## src/rtl/ysyx_25050147_lsu_pkg.sv

```systemverilog
// Shared LSU definitions: load funct3 codes, response
// error codes, FSM state codes, latched request bundle.
package ysyx_25050147_lsu_pkg;

  localparam logic [2:0] F3_LB  = 3'b000;
  localparam logic [2:0] F3_LH  = 3'b001;
  localparam logic [2:0] F3_LW  = 3'b010;
  localparam logic [2:0] F3_LBU = 3'b100;
  localparam logic [2:0] F3_LHU = 3'b101;

  localparam logic [1:0] ERR_OK    = 2'b00;
  localparam logic [1:0] ERR_ALIGN = 2'b01;
  localparam logic [1:0] ERR_BUS   = 2'b10;
  localparam logic [1:0] ERR_TMO   = 2'b11;

  localparam logic [1:0] ST_IDLE   = 2'd0;
  localparam logic [1:0] ST_AR     = 2'd1;
  localparam logic [1:0] ST_R_WAIT = 2'd2;
  localparam logic [1:0] ST_RSP    = 2'd3;

  typedef struct packed {
    logic [2:0] op;
    logic [1:0] off;
  } ld_req_t;

  function automatic logic load_legal(
    input logic [2:0] op,
    input logic [1:0] off
  );
    logic ok;
    ok = 1'b0;
    case (op)
      F3_LB, F3_LBU: ok = 1'b1;
      F3_LH, F3_LHU: ok = ~off[0];
      F3_LW:         ok = (off == 2'd0);
      default:       ok = 1'b0;
    endcase
    return ok;
  endfunction

endpackage

```

## src/rtl/ysyx_25050147_load_align.sv

```systemverilog
// Combinational load extractor: picks byte/half/word
// from a little-endian word and sign/zero extends it.
// Ports: rdata, offset, op in; data out.
module ysyx_25050147_load_align
  import ysyx_25050147_lsu_pkg::*;
(
  input  logic [31:0] rdata,
  input  logic [1:0]  offset,
  input  logic [2:0]  op,
  output logic [31:0] data
);

  logic [7:0]  b;
  logic [15:0] h;

  always_comb begin
    b = rdata[7:0];
    unique case (offset)
      2'd0: b = rdata[7:0];
      2'd1: b = rdata[15:8];
      2'd2: b = rdata[23:16];
      2'd3: b = rdata[31:24];
      default: b = rdata[7:0];
    endcase
    h = offset[1] ? rdata[31:16]
                  : rdata[15:0];
  end

  always_comb begin
    data = '0;
    case (op)
      F3_LB:   data = {{24{b[7]}}, b};
      F3_LH:   data = {{16{h[15]}}, h};
      F3_LW:   data = rdata;
      F3_LBU:  data = {24'd0, b};
      F3_LHU:  data = {16'd0, h};
      default: data = '0;
    endcase
  end

endmodule

```

## src/rtl/ysyx_25050147_load_unit.sv

```systemverilog
// Load unit: one outstanding load, AR/R read channel,
// watchdog, extraction and registered WBU response.
// Ports: req_* from EXU, mem_* read port, rsp_* to WBU.
module ysyx_25050147_load_unit
  import ysyx_25050147_lsu_pkg::*;
#(
  parameter int unsigned TIMEOUT = 255
) (
  input  logic        clk,
  input  logic        rst_n,
  input  logic        req_valid,
  output logic        req_ready,
  input  logic [2:0]  req_op,
  input  logic [31:0] req_addr,
  output logic        mem_arvalid,
  input  logic        mem_arready,
  output logic [31:0] mem_araddr,
  input  logic        mem_rvalid,
  output logic        mem_rready,
  input  logic [31:0] mem_rdata,
  input  logic [1:0]  mem_rresp,
  output logic        rsp_valid,
  input  logic        rsp_ready,
  output logic [31:0] rsp_data,
  output logic [1:0]  rsp_err
);

  localparam int WD_W = $clog2(TIMEOUT + 1);
  localparam logic [WD_W-1:0] WD_MAX =
    WD_W'(TIMEOUT);

  logic [1:0]      state_q, state_d;
  ld_req_t         req_q, req_d;
  logic [31:0]     araddr_q, araddr_d;
  logic [WD_W-1:0] wd_q, wd_d;
  logic [31:0]     data_q, data_d;
  logic [1:0]      err_q, err_d;
  logic [31:0]     ext_data;

  ysyx_25050147_load_align u_align (
    .rdata  (mem_rdata),
    .offset (req_q.off),
    .op     (req_q.op),
    .data   (ext_data)
  );

  always_comb begin
    state_d  = state_q;
    req_d    = req_q;
    araddr_d = araddr_q;
    wd_d     = wd_q;
    data_d   = data_q;
    err_d    = err_q;
    unique case (state_q)
      ST_IDLE: begin
        if (req_valid) begin
          req_d.op  = req_op;
          req_d.off = req_addr[1:0];
          if (load_legal(req_op,
                         req_addr[1:0])) begin
            araddr_d = {req_addr[31:2], 2'b00};
            state_d  = ST_AR;
          end else begin
            data_d  = '0;
            err_d   = ERR_ALIGN;
            state_d = ST_RSP;
          end
        end
      end
      ST_AR: begin
        if (mem_arready) begin
          wd_d    = '0;
          state_d = ST_R_WAIT;
        end
      end
      ST_R_WAIT: begin
        if (mem_rvalid) begin
          if (mem_rresp != 2'b00) begin
            data_d = '0;
            err_d  = ERR_BUS;
          end else begin
            data_d = ext_data;
            err_d  = ERR_OK;
          end
          state_d = ST_RSP;
        end else if (wd_q == WD_MAX) begin
          // slave presumed dead; late data
          // is never drained
          data_d  = '0;
          err_d   = ERR_TMO;
          state_d = ST_RSP;
        end else begin
          wd_d = wd_q + WD_W'(1);
        end
      end
      ST_RSP: begin
        if (rsp_ready) begin
          state_d = ST_IDLE;
        end
      end
      default: state_d = ST_IDLE;
    endcase
  end

  always_ff @(posedge clk) begin
    if (!rst_n) begin
      state_q  <= ST_IDLE;
      req_q    <= '0;
      araddr_q <= '0;
      wd_q     <= '0;
      data_q   <= '0;
      err_q    <= '0;
    end else begin
      state_q  <= state_d;
      req_q    <= req_d;
      araddr_q <= araddr_d;
      wd_q     <= wd_d;
      data_q   <= data_d;
      err_q    <= err_d;
    end
  end

  assign req_ready   = rst_n &&
                       (state_q == ST_IDLE);
  assign mem_arvalid = (state_q == ST_AR);
  assign mem_rready  = (state_q == ST_R_WAIT);
  assign rsp_valid   = (state_q == ST_RSP);
  assign mem_araddr  = araddr_q;
  assign rsp_data    = data_q;
  assign rsp_err     = err_q;

endmodule

```

## config.mk

```make
export PLATFORM = sky130hd
export DESIGN_NAME = ysyx_25050147_load_unit
export DESIGN_NICKNAME = d
export VERILOG_FILES = /design/src/rtl/ysyx_25050147_lsu_pkg.sv /design/src/rtl/ysyx_25050147_load_align.sv /design/src/rtl/ysyx_25050147_load_unit.sv
export SDC_FILE = /design/constraint.sdc
export NUM_CORES = 1
export LEC_CHECK = 0
export CAP_MARGIN = 30
export CORE_UTILIZATION = 42
export DETAILED_ROUTE_END_ITERATION = 6
export PLACE_DENSITY = 0.87
export SYNTH_ARGS = -nofsm -noshare
export SYNTH_HDL_FRONTEND = slang
export SYNTH_HIERARCHICAL = 1
export SYNTH_SLANG_ARGS = --single-unit
```

## constraint.sdc

```tcl
create_clock -name clk -period 1.8 [get_ports clk]
set_input_delay 0.36 -clock clk [delete_from_list [all_inputs] [get_ports clk]]
set_output_delay 0.36 -clock clk [all_outputs]
set_load 0.01 [all_outputs]
```

== Word-level counts from Yosys, hierarchy flattened ==
Index checks and enable logic that the tools add are counted.

* Register bits after elaboration: 79
* Input bits: 75
* Output and inout port bits: 70
* Word-level logic and storage cells: 75

* Add/subtract/negate cells: 1
* Eq/ne operators: 22
* Mux-type cells: 28
* Bitwise gates (word level): 1
* Reduce and logical (&&, ||, !) cells: 16

{| class="wikitable"
|+ Operators with widths
! kind !! number
|-
| $mux W32 || 5
|-
| $pmux W32 S5 || 1
|-
| $pmux W32 S2 || 1
|-
| $pmux W8 S4 || 1
|-
| $mux W8 || 3
|-
| $mux W2 || 10
|-
| $mux W16 || 1
|-
| $pmux W8 S2 || 1
|-
| $eq A3 B3 Y1 const B || 4
|-
| $reduce_and A4 Y1 || 3
|-
| $add A8 B1 Y8 const B || 1
|-
| $eq A2 B2 Y1 const B || 4
|-
| $eq A8 B8 Y1 const B || 1
|-
| $ne A2 B2 Y1 const B || 4
|-
| $pmux W2 S4 || 1
|-
| $eq A3 B1 Y1 const B || 2
|-
| $eq A3 B2 Y1 const B || 2
|-
| $logic_not A2 Y1 || 3
|-
| $logic_not A3 Y1 || 2
|-
| $reduce_bool A2 Y1 || 3
|-
| $eq A2 B1 Y1 const B || 2
|-
| $ne A2 B1 Y1 const B || 2
|-
| $pmux W2 S2 || 1
|-
| $reduce_or A2 Y1 || 2
|-
| other kinds (7) || 8
|}

== Depth between registers and ports, before layout ==
Gate-level depths: netlist of the first run.

* Depth after elaboration: 8
* Gate-level depth with buffers: 9
* Gate-level depth less buffers: 6

== By module ==
Netlist of the first run, hierarchy kept.

{| class="wikitable"
|+ By module, submodules not included
! module !! times used !! cells each !! area an instance (µm²) !! sequential area each (µm²)
|-
| ysyx_25050147_load_unit || 1 || 358 || 3359.5 || 1581.5
|-
| ysyx_25050147_load_align || 1 || 123 || 935.9 || 0.0
|}

== Least setup slack after synthesis of the first run ==
Ideal clock, no wire load.

* Kind: register to register
* From: register state_q[0]
* To: register data_q[10] (netlist: rsp_data[10])
* Library setup time: 0.118 ns
* Data arrival time: 1.711 ns
* Required time: 1.682 ns
* Path slack: -0.029 ns
* Stages on the path, launching flop included: 10
* Path buffers: 3
* Period minus slack after synthesis: 1.829 ns
* Cells stage by stage: dfxtp_1 > inv_1 > ha_1 > buf_2 > nand2_2 > o32a_1 > or2_1 > buf_6 > buf_12 > mux2i_1

* Cells in the longest elaborated chain, start to end: 3
* Elaborated cells on any way between the ends: 8
* Classes of those cells: eq/ne (4); mux (1); reduce/logical (3)

{| class="wikitable"
|+ Ends and longest elaborated chain
! what !! RTL line !! source
|-
| start: declaration || ysyx_25050147_load_unit.sv:32 || <nowiki>logic [1:0] state_q, state_d;</nowiki>
|-
| start signal: assignment || ysyx_25050147_load_unit.sv:114 || <nowiki>state_q <= state_d;</nowiki>
|-
| $eq A2 B2 Y1 or $logic_not A2 Y1 (tied branches) || ysyx_25050147_load_unit.sv:54 || <nowiki>unique case (state_q)</nowiki>
|-
| $ne A3 B2 Y1 (no line), or another cell as far along || - ||
|-
| $reduce_and A4 Y1 (no line) || - ||
|-
| end signal: assignment || ysyx_25050147_load_unit.sv:118 || <nowiki>data_q <= data_d;</nowiki>
|-
| end: declaration || ysyx_25050147_load_unit.sv:36 || <nowiki>logic [31:0] data_q, data_d;</nowiki>
|}

Several ways; a longest one is shown, not always the timed one.
A chain may end at the register's enable or synchronous reset.

==> report_table.html, run 1 <==
<table>
<tr><th>Metric</th><th>Value</th></tr>
<tr><th colspan="2">Placement</th></tr>
<tr><td>Gp weighted congestion</td><td>0.9100</td></tr>
<tr><td>DPL Wire Length</td><td>9.383 mm</td></tr>
<tr><td>Number of buffers inserted by port buffering</td><td>142</td></tr>
<tr><td>Standard cell area after detailed placement</td><td>0.006022 mm2</td></tr>
<tr><th colspan="2">Cells and area</th></tr>
<tr><td>Sequential standard cell area</td><td>0.001585 mm2</td></tr>
<tr><td>Number of nets in the final layout</td><td>724</td></tr>
<tr><td>Filler cell count</td><td>755</td></tr>
<tr><td>Summed area of non-filler cells in the final layout</td><td>0.006377 mm2</td></tr>
<tr><td>Total inserted antenna cells</td><td>0</td></tr>
<tr><td>P&amp;R area growth vs syn</td><td>48.47%</td></tr>
<tr><td>Area used by multi-input combinational logic</td><td>0.002464 mm2</td></tr>
<tr><td>Proportion of layout cells with a drive suffix above 1</td><td>15.59%</td></tr>
<tr><td>Fraction of the core area covered by cells at the end of the flow</td><td>64.65%</td></tr>
<tr><th colspan="2">Yosys</th></tr>
<tr><td>Post-synthesis instance area</td><td>0.004295 mm2</td></tr>
<tr><td>Number of storage elements in the synthesis netlist</td><td>79</td></tr>
<tr><td>Cells after Synth</td><td>481</td></tr>
<tr><td>Share of the synthesized area in the top cell type</td><td>36.82%</td></tr>
<tr><td>Library cell occupying the most area in the post-synthesis netlist</td><td>dfxtp_1</td></tr>
<tr><td>Cell variety after synth</td><td>62</td></tr>
<tr><td>Avg Synthesized Cell Area</td><td>8.930 um2</td></tr>
<tr><td>EDFF count, synth</td><td>0</td></tr>
<tr><td>Share of synthesized area occupied by flip-flops and latches</td><td>36.82%</td></tr>
<tr><td>Async S/R FF share, synth</td><td>0%</td></tr>
<tr><td>Top FF cell, synth</td><td>dfxtp_1</td></tr>
<tr><td>YS warnings</td><td>6</td></tr>
<tr><td>Dominant cells by area after synthesis</td><td>dfxtp_1, mux2i_1, nand2_1</td></tr>
<tr><th colspan="2">Critical path</th></tr>
<tr><td>Data arrival at the endpoint of the critical path</td><td>2.12 ns</td></tr>
<tr><td>Crit-path max FO</td><td>42</td></tr>
<tr><td>Crit Path Category</td><td>in -&gt; reg</td></tr>
<tr><td>Setup slack on the worst flop-to-flop path</td><td>0.01 ns</td></tr>
<tr><td>Worst Setup End Kind</td><td>flip-flop</td></tr>
<tr><td>Critical path launch point type</td><td>primary input</td></tr>
<tr><td>Required arrival time at the worst endpoint</td><td>2.09 ns</td></tr>
<tr><th colspan="2">Detailed routing</th></tr>
<tr><td>Wire length after detailed routing</td><td>13.06 mm</td></tr>
<tr><td>WL per Instance</td><td>16.72 um</td></tr>
<tr><td>Via density per instance</td><td>5.543</td></tr>
<tr><td>Iteration-0 DRC Markers</td><td>290</td></tr>
<tr><td>Antenna viol nets, final</td><td>0</td></tr>
<tr><td>Number of iterations in the first detailed-routing pass</td><td>5</td></tr>
<tr><td>Residual DRC</td><td>0</td></tr>
<tr><td>Vias post-DR</td><td>4,329</td></tr>
<tr><th colspan="2">Outcome</th></tr>
<tr><td>Failing checks</td><td>negative setup slack</td></tr>
<tr><td>Result of the run</td><td>complete, but fails checks</td></tr>
<tr><th colspan="2">Floorplan</th></tr>
<tr><td>Die Outline Area</td><td>0.01064 mm2</td></tr>
<tr><td>Initial standard-cell utilization of the core</td><td>43.54%</td></tr>
<tr><td>DIE HEIGHT</td><td>103.1 um</td></tr>
<tr><td>Overall die width</td><td>103.1 um</td></tr>
<tr><td>Core Rows</td><td>36</td></tr>
<tr><td>I/O Pins</td><td>145</td></tr>
<tr><td>Core Footprint</td><td>0.009864 mm2</td></tr>
<tr><th colspan="2">Timing</th></tr>
<tr><td>Relative slew margins</td><td>64.25%</td></tr>
<tr><td>Slew at the pin closest to its max-slew limit</td><td>0.5327 ns</td></tr>
<tr><td>Post-route setup slack</td><td>-0.03203 ns</td></tr>
<tr><td>Hold Vio Cnt, Final</td><td>0</td></tr>
<tr><td>Tcrit/Tclk final</td><td>101.8%</td></tr>
<tr><td>Worst clock skew on the final layout</td><td>0.008552 ns</td></tr>
<tr><td>Min Clock Period, post-route</td><td>1.832 ns</td></tr>
<tr><td>Unrepaired setup endpoints after global routing</td><td>true</td></tr>
<tr><td>Highest attainable clock frequency</td><td>545.8 MHz</td></tr>
<tr><td>Final count of pins violating max slew</td><td>0</td></tr>
<tr><td>Setup-violating endpoint count in the final report</td><td>2</td></tr>
<tr><th colspan="2">GRT</th></tr>
<tr><td>Leftover overflow at the end of global routing</td><td>0</td></tr>
<tr><td>Global router's overall resource usage</td><td>23.98%</td></tr>
<tr><td>Maximum number of pins on one net before global-route repair</td><td>43</td></tr>
<tr><td>Number of global-route vias before repair</td><td>4,209</td></tr>
<tr><td>Antenna violations before repair</td><td>0</td></tr>
<tr><td>First-pass GRT wire length</td><td>19.67 mm</td></tr>
<tr><th colspan="2">Worst hold path</th></tr>
<tr><td>Class of the most critical hold timing path</td><td>in -&gt; reg</td></tr>
<tr><th colspan="2">Power and ir drop</th></tr>
<tr><td>Leakage power summed over all cells</td><td>2.624 nW</td></tr>
<tr><td>Maximum ir drop on the vdd rail</td><td>0.6080 mV</td></tr>
<tr><td>Power per standard cell area</td><td>963.4 mW/mm2</td></tr>
<tr><th colspan="2">Clock tree</th></tr>
<tr><td>CTS H-Tree Depth</td><td>3</td></tr>
<tr><td>Clock buffer count from CTS</td><td>9</td></tr>
<tr><td>TritonCTS clock tree</td><td>done</td></tr>
<tr><td>Clock sink count</td><td>79</td></tr>
<tr><td>Buffer type at the clock tree root</td><td>clkbuf_8</td></tr>
<tr><td>Maximum clock insertion buffer count</td><td>2</td></tr>
<tr><td>Clock network latency to the later pin of the worst-skew pair</td><td>0.35 ns</td></tr>
<tr><td>Hold bufs inserted after CTS</td><td>0</td></tr>
<tr><td>Reg clk slew, reported paths</td><td>0.09 ns</td></tr>
<tr><th colspan="2">Flow run</th></tr>
<tr><td>Count of maximum capacitance violations</td><td>0</td></tr>
</table>
[synthesized netlist by cell type (3+ instances only)]
master,number
o31ai_1,3
dfxtp_1,79
o22ai_1,8
clkbuf_1,12
a211oi_1,16
ha_1,6
nor2_1,34
a221oi_1,6
mux2_2,9
a22oi_1,16
a21oi_1,37
mux2i_1,71
nor3_1,3
buf_12,4
buf_4,3
o21ai_0,6
a31oi_1,3
nand2_1,80
buf_2,13
inv_1,9
nand3_1,8
buf_6,5
[stage by stage]
stage                TNS, ns  cells  hold WS [ns]  setup WS, ns  total power, mW
floorplan                  0    482        0.4355      0.008353            3.605
global placement      -13.52    762        0.4467       -0.3047            4.329
detailed placement    -16.63    762        0.4529       -0.3689            4.406
CTS                        0    778        0.4652       0.01730            5.974
global route         -0.3524    781        0.3765      -0.09103            6.447
finish              -0.03293    781        0.3809      -0.03203            6.144
[layout make-up]
cell class / instances / area share [%]
Clock buffer: 9 / 1.942
Clock inverter: 7 / 1.609
Inverter: 11 / 0.6867
Multi-Input combinational cell: 353 / 38.63
Sequential cell: 79 / 24.86
Tap cell: 133 / 2.609
Timing Repair Buffer: 189 / 29.66
[layer usage]
layer  GRT usage (%)  wire length (um)
met1           26.79              5065
met5               0                 0
met4           11.92               508
met2           42.31              6555
met3           6.102               927
[path summary, 6_finish.rpt]
kind	cells after the start	endpoint	start
worst min register to register	2	rsp_data[19]	rsp_data[19]
worst max register to register	7	rsp_data[14]	state_q[1]
worst min-delay path	3	req_q[2]	req_op[0]
worst max-delay path	6	wd_q[3]	rst_n
[state kept, by name (all words and copies together) (netlist names)]
register / count
rsp_err: 2
state_q: 2
mem_araddr: 30
wd_q: 8
rsp_data: 32
req_q: 5
[timing repair]
item	CTS	global route
gates cloned	0	2
resized for setup	15	11
pin swaps	0	3
setup buffers	0	1
setup endpoints to repair	38	28
[where the power goes]
group / switching, mW / internal, mW
clock: 0.728 / 0.799
sequential: 0.109 / 1.88
combinational: 1.28 / 1.35
total: 2.12 / 4.03
[critical path, stage by stage]
cell and delay (ns):
clkdlybuf4s50_1 0.50, buf_4 0.40, inv_1 0.23, nor4_1 0.44, a31oi_1 0.10, o21ai_0 0.09
[layout by cell type (no fill, tap or decap), types with 7 or more instances in the layout]
cell             Yosys  layout
buf_4                3      39
nor2_1              34      34
dfxtp_1             79      76
clkbuf_8             0       9
inv_1                9       7
a22oi_1             16      16
a21oi_1             37      37
o22ai_1              8       8
mux2i_1             71      70
clkdlybuf4s50_1      0     137
nand2_1             80      80
mux2_2               9       9
nand3_1              8       8
a211oi_1            16      16
[cell families after synthesis]
family	Yosys count	share of synthesized area, %
AND/OR/NAND/NOR	144	14.48
buffers and inverters	50	7.428
flip-flops	79	36.82
AO/OA/AOI/OAI	119	19.84
adder cells (fa/ha/maj)	6	1.748
multiplexers	82	19.60
other	1	0.08730
Note: power is estimated with default switching activity, not from simulation.
==> run 2: changes to the inputs <==
--- a/config.mk
+++ b/config.mk
@@ -6,6 +6,7 @@
 export NUM_CORES = 1
 export LEC_CHECK = 0
 export CAP_MARGIN = 30
+export CORE_ASPECT_RATIO = 0.75
 export CORE_UTILIZATION = 42
 export DETAILED_ROUTE_END_ITERATION = 6
 export PLACE_DENSITY = 0.87
==> run 2 against run 1 <==
Net effect:
- the flow now finishes without violations
- critical path depth unchanged
- combinational power up 3%
- clock power rose by 12%
- global-route usage rose by 0.11 points
- via count up 1.2%
- cell count increased by 1.0%
- count of clock-buffer cells in the layout rose by 2
- utilization up 2.0 points
- register-to-register slack improved by 0.04 ns
- non-clock buffer count grew 9
- critical path type unchanged
==> report_table.html, run 2 (synthesis results as in run 1) <==
<table>
<tr><th>Metric</th><th>Value</th></tr>
<tr><th colspan="2">Outcome</th></tr>
<tr><td>Result of the run</td><td>finished clean (was complete, but fails checks)</td></tr>
<tr><th colspan="2">Critical path</th></tr>
<tr><td>Required arrival time at the worst endpoint</td><td>2.02 ns (was 2.09 ns)</td></tr>
<tr><td>Max stage delay cell, worst path</td><td>clkdlybuf4s50_1 (unchanged)</td></tr>
<tr><td>Crit Path Category</td><td>in -&gt; reg (unchanged)</td></tr>
<tr><td>Max incr delay on CP</td><td>0.53 ns (was 0.50 ns)</td></tr>
<tr><td>Worst Setup End Kind</td><td>flip-flop (unchanged)</td></tr>
<tr><td>Crit-path max FO</td><td>8 (was 42)</td></tr>
<tr><td>Critical path launch point type</td><td>primary input (unchanged)</td></tr>
<tr><td>Setup slack on the worst flop-to-flop path</td><td>0.05 ns (was 0.01 ns)</td></tr>
<tr><td>Chain of cells forming the critical path</td><td>clkdlybuf4s50_1 -&gt; nor4_4 -&gt; o32a_1 -&gt; or2_4 -&gt; buf_12 -&gt; mux2i_4 (was clkdlybuf4s50_1 -&gt; buf_4 -&gt; inv_1 -&gt; nor4_1 -&gt; a31oi_1 -&gt; o21ai_0)</td></tr>
<tr><td>Data arrival at the endpoint of the critical path</td><td>2.00 ns (was 2.12 ns)</td></tr>
<tr><th colspan="2">Clock tree</th></tr>
<tr><td>Hold bufs inserted after CTS</td><td>0 (unchanged)</td></tr>
<tr><td>Buffer type at the clock tree root</td><td>clkbuf_16 (was clkbuf_8)</td></tr>
<tr><td>CTS H-Tree Depth</td><td>3 (unchanged)</td></tr>
<tr><td>Clock buffer count from CTS</td><td>9 (unchanged)</td></tr>
<tr><td>Clock network latency to the later pin of the worst-skew pair</td><td>0.34 ns (was 0.35 ns)</td></tr>
<tr><td>TritonCTS clock tree</td><td>done (unchanged)</td></tr>
<tr><td>Maximum clock insertion buffer count</td><td>2 (unchanged)</td></tr>
<tr><td>Clock sink count</td><td>79 (unchanged)</td></tr>
<tr><td>Reg clk slew, reported paths</td><td>0.06 ns (was 0.09 ns)</td></tr>
<tr><th colspan="2">GRT</th></tr>
<tr><td>Number of global-route vias before repair</td><td>4,011 (was 4,209)</td></tr>
<tr><td>Global router's overall resource usage</td><td>24.09% (was 23.98%)</td></tr>
<tr><td>First-pass GRT wire length</td><td>20.03 mm (was 19.67 mm)</td></tr>
<tr><td>Maximum number of pins on one net before global-route repair</td><td>42 (was 43)</td></tr>
<tr><td>Leftover overflow at the end of global routing</td><td>0 (unchanged)</td></tr>
<tr><td>Antenna violations before repair</td><td>0 (unchanged)</td></tr>
<tr><th colspan="2">Detailed routing</th></tr>
<tr><td>Via density per instance</td><td>5.554 (was 5.543)</td></tr>
<tr><td>Antenna viol nets, final</td><td>0 (unchanged)</td></tr>
<tr><td>Wire length after detailed routing</td><td>13.83 mm (was 13.06 mm)</td></tr>
<tr><td>Residual DRC</td><td>0 (unchanged)</td></tr>
<tr><td>Number of iterations in the first detailed-routing pass</td><td>7 (was 5)</td></tr>
<tr><td>Iteration-0 DRC Markers</td><td>407 (was 290)</td></tr>
<tr><td>Vias post-DR</td><td>4,382 (was 4,329)</td></tr>
<tr><td>WL per Instance</td><td>17.53 um (was 16.72 um)</td></tr>
<tr><th colspan="2">Power and ir drop</th></tr>
<tr><td>Final Power</td><td>6.389 mW (was 6.144 mW)</td></tr>
<tr><td>Power per standard cell area</td><td>977.5 mW/mm2 (was 963.4 mW/mm2)</td></tr>
<tr><td>Maximum ir drop on the vdd rail</td><td>0.5586 mV (was 0.6080 mV)</td></tr>
<tr><td>Leakage power summed over all cells</td><td>2.713 nW (was 2.624 nW)</td></tr>
<tr><th colspan="2">Cells and area</th></tr>
<tr><td>Most used cells in the layout excluding fill and tap cells</td><td>clkdlybuf4s50_1, nand2_1, dfxtp_1 (unchanged)</td></tr>
<tr><td>Commonest non-fill, non-tap cell in the layout</td><td>clkdlybuf4s50_1 (unchanged)</td></tr>
<tr><td>Number of nets in the final layout</td><td>733 (was 724)</td></tr>
<tr><td>P&amp;R area growth vs syn</td><td>52.17% (was 48.47%)</td></tr>
<tr><td>Post-route non-filler standard cell count</td><td>789 (was 781)</td></tr>
<tr><td>Fraction of the core area covered by cells at the end of the flow</td><td>66.61% (was 64.65%)</td></tr>
<tr><td>Total inserted antenna cells</td><td>0 (unchanged)</td></tr>
<tr><td>Filler cell count</td><td>744 (was 755)</td></tr>
<tr><td>Flip-flop count of the largest register after layout</td><td>32 (unchanged)</td></tr>
<tr><td>Proportion of layout cells with a drive suffix above 1</td><td>16.44% (was 15.59%)</td></tr>
<tr><th colspan="2">Floorplan</th></tr>
<tr><td>Overall die width</td><td>118.8 um (was 103.1 um)</td></tr>
<tr><td>Core Footprint</td><td>0.009813 mm2 (was 0.009864 mm2)</td></tr>
<tr><td>I/O Pins</td><td>145 (unchanged)</td></tr>
<tr><td>DIE HEIGHT</td><td>89.58 um (was 103.1 um)</td></tr>
<tr><td>Die Outline Area</td><td>0.01064 mm2 (about the same)</td></tr>
<tr><td>Core Rows</td><td>31 (was 36)</td></tr>
<tr><td>Initial standard-cell utilization of the core</td><td>43.77% (was 43.54%)</td></tr>
<tr><th colspan="2">Timing</th></tr>
<tr><td>Post-route setup slack</td><td>0.02807 ns (was -0.03203 ns)</td></tr>
<tr><td>Hold slack final</td><td>0.3773 ns (was 0.3809 ns)</td></tr>
<tr><td>Min Clock Period, post-route</td><td>1.772 ns (was 1.832 ns)</td></tr>
<tr><td>Setup-violating endpoint count in the final report</td><td>0 (was 2)</td></tr>
<tr><td>Hold Vio Cnt, Final</td><td>0 (unchanged)</td></tr>
<tr><td>Worst clock skew on the final layout</td><td>0.01027 ns (was 0.008552 ns)</td></tr>
<tr><td>Final count of pins violating max slew</td><td>0 (unchanged)</td></tr>
<tr><td>Tcrit/Tclk final</td><td>98.44% (was 101.8%)</td></tr>
<tr><td>Highest attainable clock frequency</td><td>564.4 MHz (was 545.8 MHz)</td></tr>
<tr><th colspan="2">Worst hold path</th></tr>
<tr><td>Class of the most critical hold timing path</td><td>in -&gt; reg (unchanged)</td></tr>
<tr><th colspan="2">Placement</th></tr>
<tr><td>Setup Slack @ Placement</td><td>-0.3417 ns (was -0.3689 ns)</td></tr>
<tr><td>Number of buffers inserted by port buffering</td><td>142 (unchanged)</td></tr>
<tr><td>Number of cells in the design after placement</td><td>764 (was 762)</td></tr>
<tr><td>DPL Wire Length</td><td>9.890 mm (was 9.383 mm)</td></tr>
<tr><td>Gp weighted congestion</td><td>0.9498 (was 0.9100)</td></tr>
<tr><th colspan="2">Flow run</th></tr>
<tr><td>Count of maximum capacitance violations</td><td>0 (unchanged)</td></tr>
</table>
[run 2: path summary, 6_finish.rpt]
kind	start	to	cells past startpoint
setup reg to reg	state_q[1]	rsp_data[29]	7
setup / recovery	req_op[2]	rsp_data[29]	6
hold reg to reg	rsp_data[17]	rsp_data[17]	2
hold / removal	req_addr[0]	req_q[0]	3
[run 2: power breakdown]
part	total (mW)	leakage (nW)	switching, mW	internal [mW]
combinational	2.70	1.94	1.33	1.37
clock	1.72	0.136	0.737	0.984
sequential	1.97	0.640	0.0929	1.87
[run 2: timing repair]
item                                    in CTS  in global routing
endpoints found under the setup margin      36                 43
gates resized for setup                      7                 19
hold endpoints to repair                     0                  0
cloned                                       0                  4
setup buffers                                0                  5
pin swaps                                    1                  4
[run 2: layout make-up]
| cell class | count | area, um2 | share of cell area [%] |
|---|---|---|---|
| multi-input combinational | 353 | 2472 | 37.83 |
| timing repair buffer | 198 | 1991 | 30.46 |
| sequential | 79 | 1582 | 24.20 |
| clock buffer | 11 | 242.7 | 3.714 |
| tap | 132 | 165.2 | 2.527 |
| clock inverter | 5 | 42.54 | 0.6508 |
| inverter | 11 | 41.29 | 0.6317 |
[run 2: critical path, delay by kind of cell]
kind            cells  cell delay (ns)
mux                 1             0.18
simple gates        2             0.38
buf+inv             2             0.69
compound gates      1             0.38
[run 2: layer usage]
| layer | vias up | wire length, um | global-route usage, % |
|---|---|---|---|
| met4 | 0 | 241 | 7.595 |
| met1 | 2086 | 5994 | 31.17 |
| met5 | - | 0 | 0 |
| met2 | 190 | 6489 | 39.87 |
| li1 | 2083 | - | - |
| met3 | 23 | 1102 | 6.250 |
[run 2: through the flow]
stage / setup TNS, ns / instance area, um2
after global routing: -0.002088 / 6536
after detailed placement: -16.86 / 6056
after floorplan: 0 / 4302
after CTS: -0.03404 / 6342
final: 0 / 6536
after global placement: -13.28 / 6056
==> run 3: changes to the inputs <==
--- a/config.mk
+++ b/config.mk
@@ -9,6 +9,8 @@
 export CORE_ASPECT_RATIO = 0.75
 export CORE_UTILIZATION = 42
 export DETAILED_ROUTE_END_ITERATION = 6
+export HOLD_SLACK_MARGIN = 0.08
+export MAX_ROUTING_LAYER = met4
 export PLACE_DENSITY = 0.87
 export SYNTH_ARGS = -nofsm -noshare
 export SYNTH_HDL_FRONTEND = slang
==> run 3 against run 2 <==
Net effect:
- routed wire length barely moved
- highest routed layer unchanged
- sequential cell count unchanged
- critical path depth did not move
- worst hold slack better by 0.032 ns
- clock power rose by 5%
- cell count decreased by 0.63%
- sequential power barely moved
- critical endpoint is now rsp_data[4]
- cell area fell by 0.84%
==> report_table.html, run 3 (synthesis results as in run 1) <==
<table>
<tr><th>Metric</th><th>Value</th></tr>
<tr><th colspan="2">Outcome</th></tr>
<tr><td>Result of the run</td><td>finished clean (unchanged)</td></tr>
<tr><th colspan="2">Placement</th></tr>
<tr><td>Number of cells in the design after placement</td><td>762 (was 764)</td></tr>
<tr><td>Standard cell area after detailed placement</td><td>0.006053 mm2 (was 0.006056 mm2)</td></tr>
<tr><td>Number of buffers inserted by port buffering</td><td>142 (unchanged)</td></tr>
<tr><td>DPL Wire Length</td><td>9.914 mm (was 9.890 mm)</td></tr>
<tr><td>Gp weighted congestion</td><td>0.9110 (was 0.9498)</td></tr>
<tr><td>Setup Slack @ Placement</td><td>-0.3484 ns (was -0.3417 ns)</td></tr>
<tr><th colspan="2">Floorplan</th></tr>
<tr><td>Core Footprint</td><td>0.009813 mm2 (unchanged)</td></tr>
<tr><td>Die Outline Area</td><td>0.01064 mm2 (unchanged)</td></tr>
<tr><td>I/O Pins</td><td>145 (unchanged)</td></tr>
<tr><td>Overall die width</td><td>118.8 um (unchanged)</td></tr>
<tr><td>DIE HEIGHT</td><td>89.58 um (unchanged)</td></tr>
<tr><td>Initial standard-cell utilization of the core</td><td>43.77% (unchanged)</td></tr>
<tr><td>Core Rows</td><td>31 (unchanged)</td></tr>
<tr><th colspan="2">GRT</th></tr>
<tr><td>Antenna violations before repair</td><td>0 (unchanged)</td></tr>
<tr><td>Number of global-route vias before repair</td><td>4,048 (was 4,011)</td></tr>
<tr><td>Global router's overall resource usage</td><td>24.94% (was 24.09%)</td></tr>
<tr><td>Maximum number of pins on one net before global-route repair</td><td>41 (was 42)</td></tr>
<tr><td>Leftover overflow at the end of global routing</td><td>0 (unchanged)</td></tr>
<tr><td>First-pass GRT wire length</td><td>20.14 mm (was 20.03 mm)</td></tr>
<tr><th colspan="2">Detailed routing</th></tr>
<tr><td>Antenna viol nets, final</td><td>0 (unchanged)</td></tr>
<tr><td>Residual DRC</td><td>0 (unchanged)</td></tr>
<tr><td>Via density per instance</td><td>5.559 (was 5.554)</td></tr>
<tr><td>Iteration-0 DRC Markers</td><td>374 (was 407)</td></tr>
<tr><td>Vias post-DR</td><td>4,358 (was 4,382)</td></tr>
<tr><td>Number of iterations in the first detailed-routing pass</td><td>5 (was 7)</td></tr>
<tr><td>WL per Instance</td><td>17.64 um (was 17.53 um)</td></tr>
<tr><td>Wire length after detailed routing</td><td>13.83 mm (about the same)</td></tr>
<tr><th colspan="2">Critical path</th></tr>
<tr><td>Crit Path Category</td><td>reg -&gt; reg (was in -&gt; reg)</td></tr>
<tr><td>Required arrival time at the worst endpoint</td><td>2.05 ns (was 2.02 ns)</td></tr>
<tr><td>Critical path launch point type</td><td>flip-flop (was primary input)</td></tr>
<tr><td>Setup slack on the worst flop-to-flop path</td><td>0.03 ns (was 0.05 ns)</td></tr>
<tr><td>Data arrival at the endpoint of the critical path</td><td>2.02 ns (was 2.00 ns)</td></tr>
<tr><td>Crit-path max FO</td><td>17 (was 8)</td></tr>
<tr><td>Worst Setup End Kind</td><td>flip-flop (unchanged)</td></tr>
<tr><th colspan="2">Cells and area</th></tr>
<tr><td>Commonest non-fill, non-tap cell in the layout</td><td>clkdlybuf4s50_1 (unchanged)</td></tr>
<tr><td>Flip-flop count of the largest register after layout</td><td>32 (unchanged)</td></tr>
<tr><td>Post-route non-filler standard cell count</td><td>784 (was 789)</td></tr>
<tr><td>Total inserted antenna cells</td><td>0 (unchanged)</td></tr>
<tr><td>Number of nets in the final layout</td><td>729 (was 733)</td></tr>
<tr><td>Proportion of layout cells with a drive suffix above 1</td><td>15.34% (was 16.44%)</td></tr>
<tr><td>Summed area of non-filler cells in the final layout</td><td>0.006481 mm2 (was 0.006536 mm2)</td></tr>
<tr><td>Most used cells in the layout excluding fill and tap cells</td><td>clkdlybuf4s50_1, nand2_1, dfxtp_1 (unchanged)</td></tr>
<tr><td>P&amp;R area growth vs syn</td><td>50.89% (was 52.17%)</td></tr>
<tr><th colspan="2">Clock tree</th></tr>
<tr><td>Clock sink count</td><td>79 (unchanged)</td></tr>
<tr><td>Buffer type at the clock tree root</td><td>clkbuf_16 (unchanged)</td></tr>
<tr><td>CTS H-Tree Depth</td><td>3 (unchanged)</td></tr>
<tr><td>Clock buffer count from CTS</td><td>9 (unchanged)</td></tr>
<tr><td>Maximum clock insertion buffer count</td><td>2 (unchanged)</td></tr>
<tr><td>Hold bufs inserted after CTS</td><td>0 (unchanged)</td></tr>
<tr><td>TritonCTS clock tree</td><td>done (unchanged)</td></tr>
<tr><td>Reg clk slew, reported paths</td><td>0.06 ns (about the same)</td></tr>
<tr><td>Clock network latency to the later pin of the worst-skew pair</td><td>0.33 ns (was 0.34 ns)</td></tr>
<tr><th colspan="2">Power and ir drop</th></tr>
<tr><td>Final Power</td><td>6.380 mW (was 6.389 mW)</td></tr>
<tr><td>Power per standard cell area</td><td>984.3 mW/mm2 (was 977.5 mW/mm2)</td></tr>
<tr><td>Maximum ir drop on the vdd rail</td><td>0.6390 mV (was 0.5586 mV)</td></tr>
<tr><td>Leakage power summed over all cells</td><td>2.686 nW (was 2.713 nW)</td></tr>
<tr><th colspan="2">Timing</th></tr>
<tr><td>Tcrit/Tclk final</td><td>98.10% (was 98.44%)</td></tr>
<tr><td>Setup-violating endpoint count in the final report</td><td>0 (unchanged)</td></tr>
<tr><td>Hold Vio Cnt, Final</td><td>0 (unchanged)</td></tr>
<tr><td>Final count of pins violating max slew</td><td>0 (unchanged)</td></tr>
<tr><td>Post-route setup slack</td><td>0.03419 ns (was 0.02807 ns)</td></tr>
<tr><td>Worst clock skew on the final layout</td><td>0.005605 ns (was 0.01027 ns)</td></tr>
<tr><td>Highest attainable clock frequency</td><td>566.3 MHz (was 564.4 MHz)</td></tr>
<tr><td>Min Clock Period, post-route</td><td>1.766 ns (was 1.772 ns)</td></tr>
<tr><th colspan="2">Flow run</th></tr>
<tr><td>Count of maximum capacitance violations</td><td>0 (unchanged)</td></tr>
<tr><th colspan="2">Worst hold path</th></tr>
<tr><td>Class of the most critical hold timing path</td><td>in -&gt; reg (unchanged)</td></tr>
</table>
## run 3: cell count changes in the layout (fill, tap and decap cells not counted), sizes merged
cell and change:
bufinv +1, buf -3, clkinv -1, clkbuf -2, dlymetal6s2s -1, dlygate4sd2 +1, inv -1, clkinvlp +1
## run 3: stage by stage
stage | setup TNS [ns] | util, % | hold slack [ns]
2_1_floorplan | 0 | - | 0.4355
3_3_place_gp | -13.43 | 61.69 | 0.4434
3_5_place_dp | -15.65 | 61.69 | 0.4469
4_1_cts | 0 | 64.92 | 0.4559
5_1_grt | -0.01742 | 66.05 | 0.4307
6_report | 0 | 66.05 | 0.4091
## run 3: metal layers
| layer | GRT usage (%) | part of all wire (%) | routed length, um | vias to the layer above |
|---|---|---|---|---|
| li1 | - | - | - | 2072 |
| met1 | 30.76 | 44 | 6022 | 2094 |
| met2 | 40.83 | 49 | 6715 | 170 |
| met3 | 5.808 | 6.3 | 865 | 22 |
| met4 | 8.170 | 1.6 | 223 | 0 |
| met5 | - | 0 | 0 | - |
## run 3: cell type report
| class | count | area, um2 |
|---|---|---|
| clock inverters | 5 | 58.81 |
| flip-flops and latches | 79 | 1583 |
| fillers | 737 | 3332 |
| inverters | 11 | 41.29 |
| repair buffers | 194 | 1952 |
| well taps | 132 | 165.2 |
| multi-input cells | 353 | 2442 |
| clock buffers | 10 | 239.0 |
## run 3: worst paths after layout
check,startpoint,cells after the start,end
worst max register to register,wd_q[1],6,rsp_data[4]
worst max-delay path,wd_q[1],6,rsp_data[4]
worst min register to register,rsp_err[0],2,rsp_err[0]
worst min-delay path,req_addr[0],3,req_q[0]
## run 3: what timing repair did
| action | in CTS | in global routing |
|---|---|---|
| setup buffers | 0 | 4 |
| cloned | 0 | 3 |
| gates resized for setup | 12 | 7 |
| pin swaps | 0 | 1 |
| endpoints found under the setup margin | 37 | 38 |
## run 3: power breakdown
group	leakage [nW]	internal (mW)	switching [mW]	total, mW
Combinational	1.91	1.31	1.29	2.60
Clock	0.141	1.10	0.705	1.81
Sequential	0.640	1.88	0.0936	1.97
## run 3: worst max-delay path, cell delays in order (launching register included)
cell,delay (ns)
dfxtp_1,0.33
ha_1,0.23
and3_2,0.27
a211oi_2,0.25
or2_4,0.20
buf_12,0.17
mux2i_1,0.22
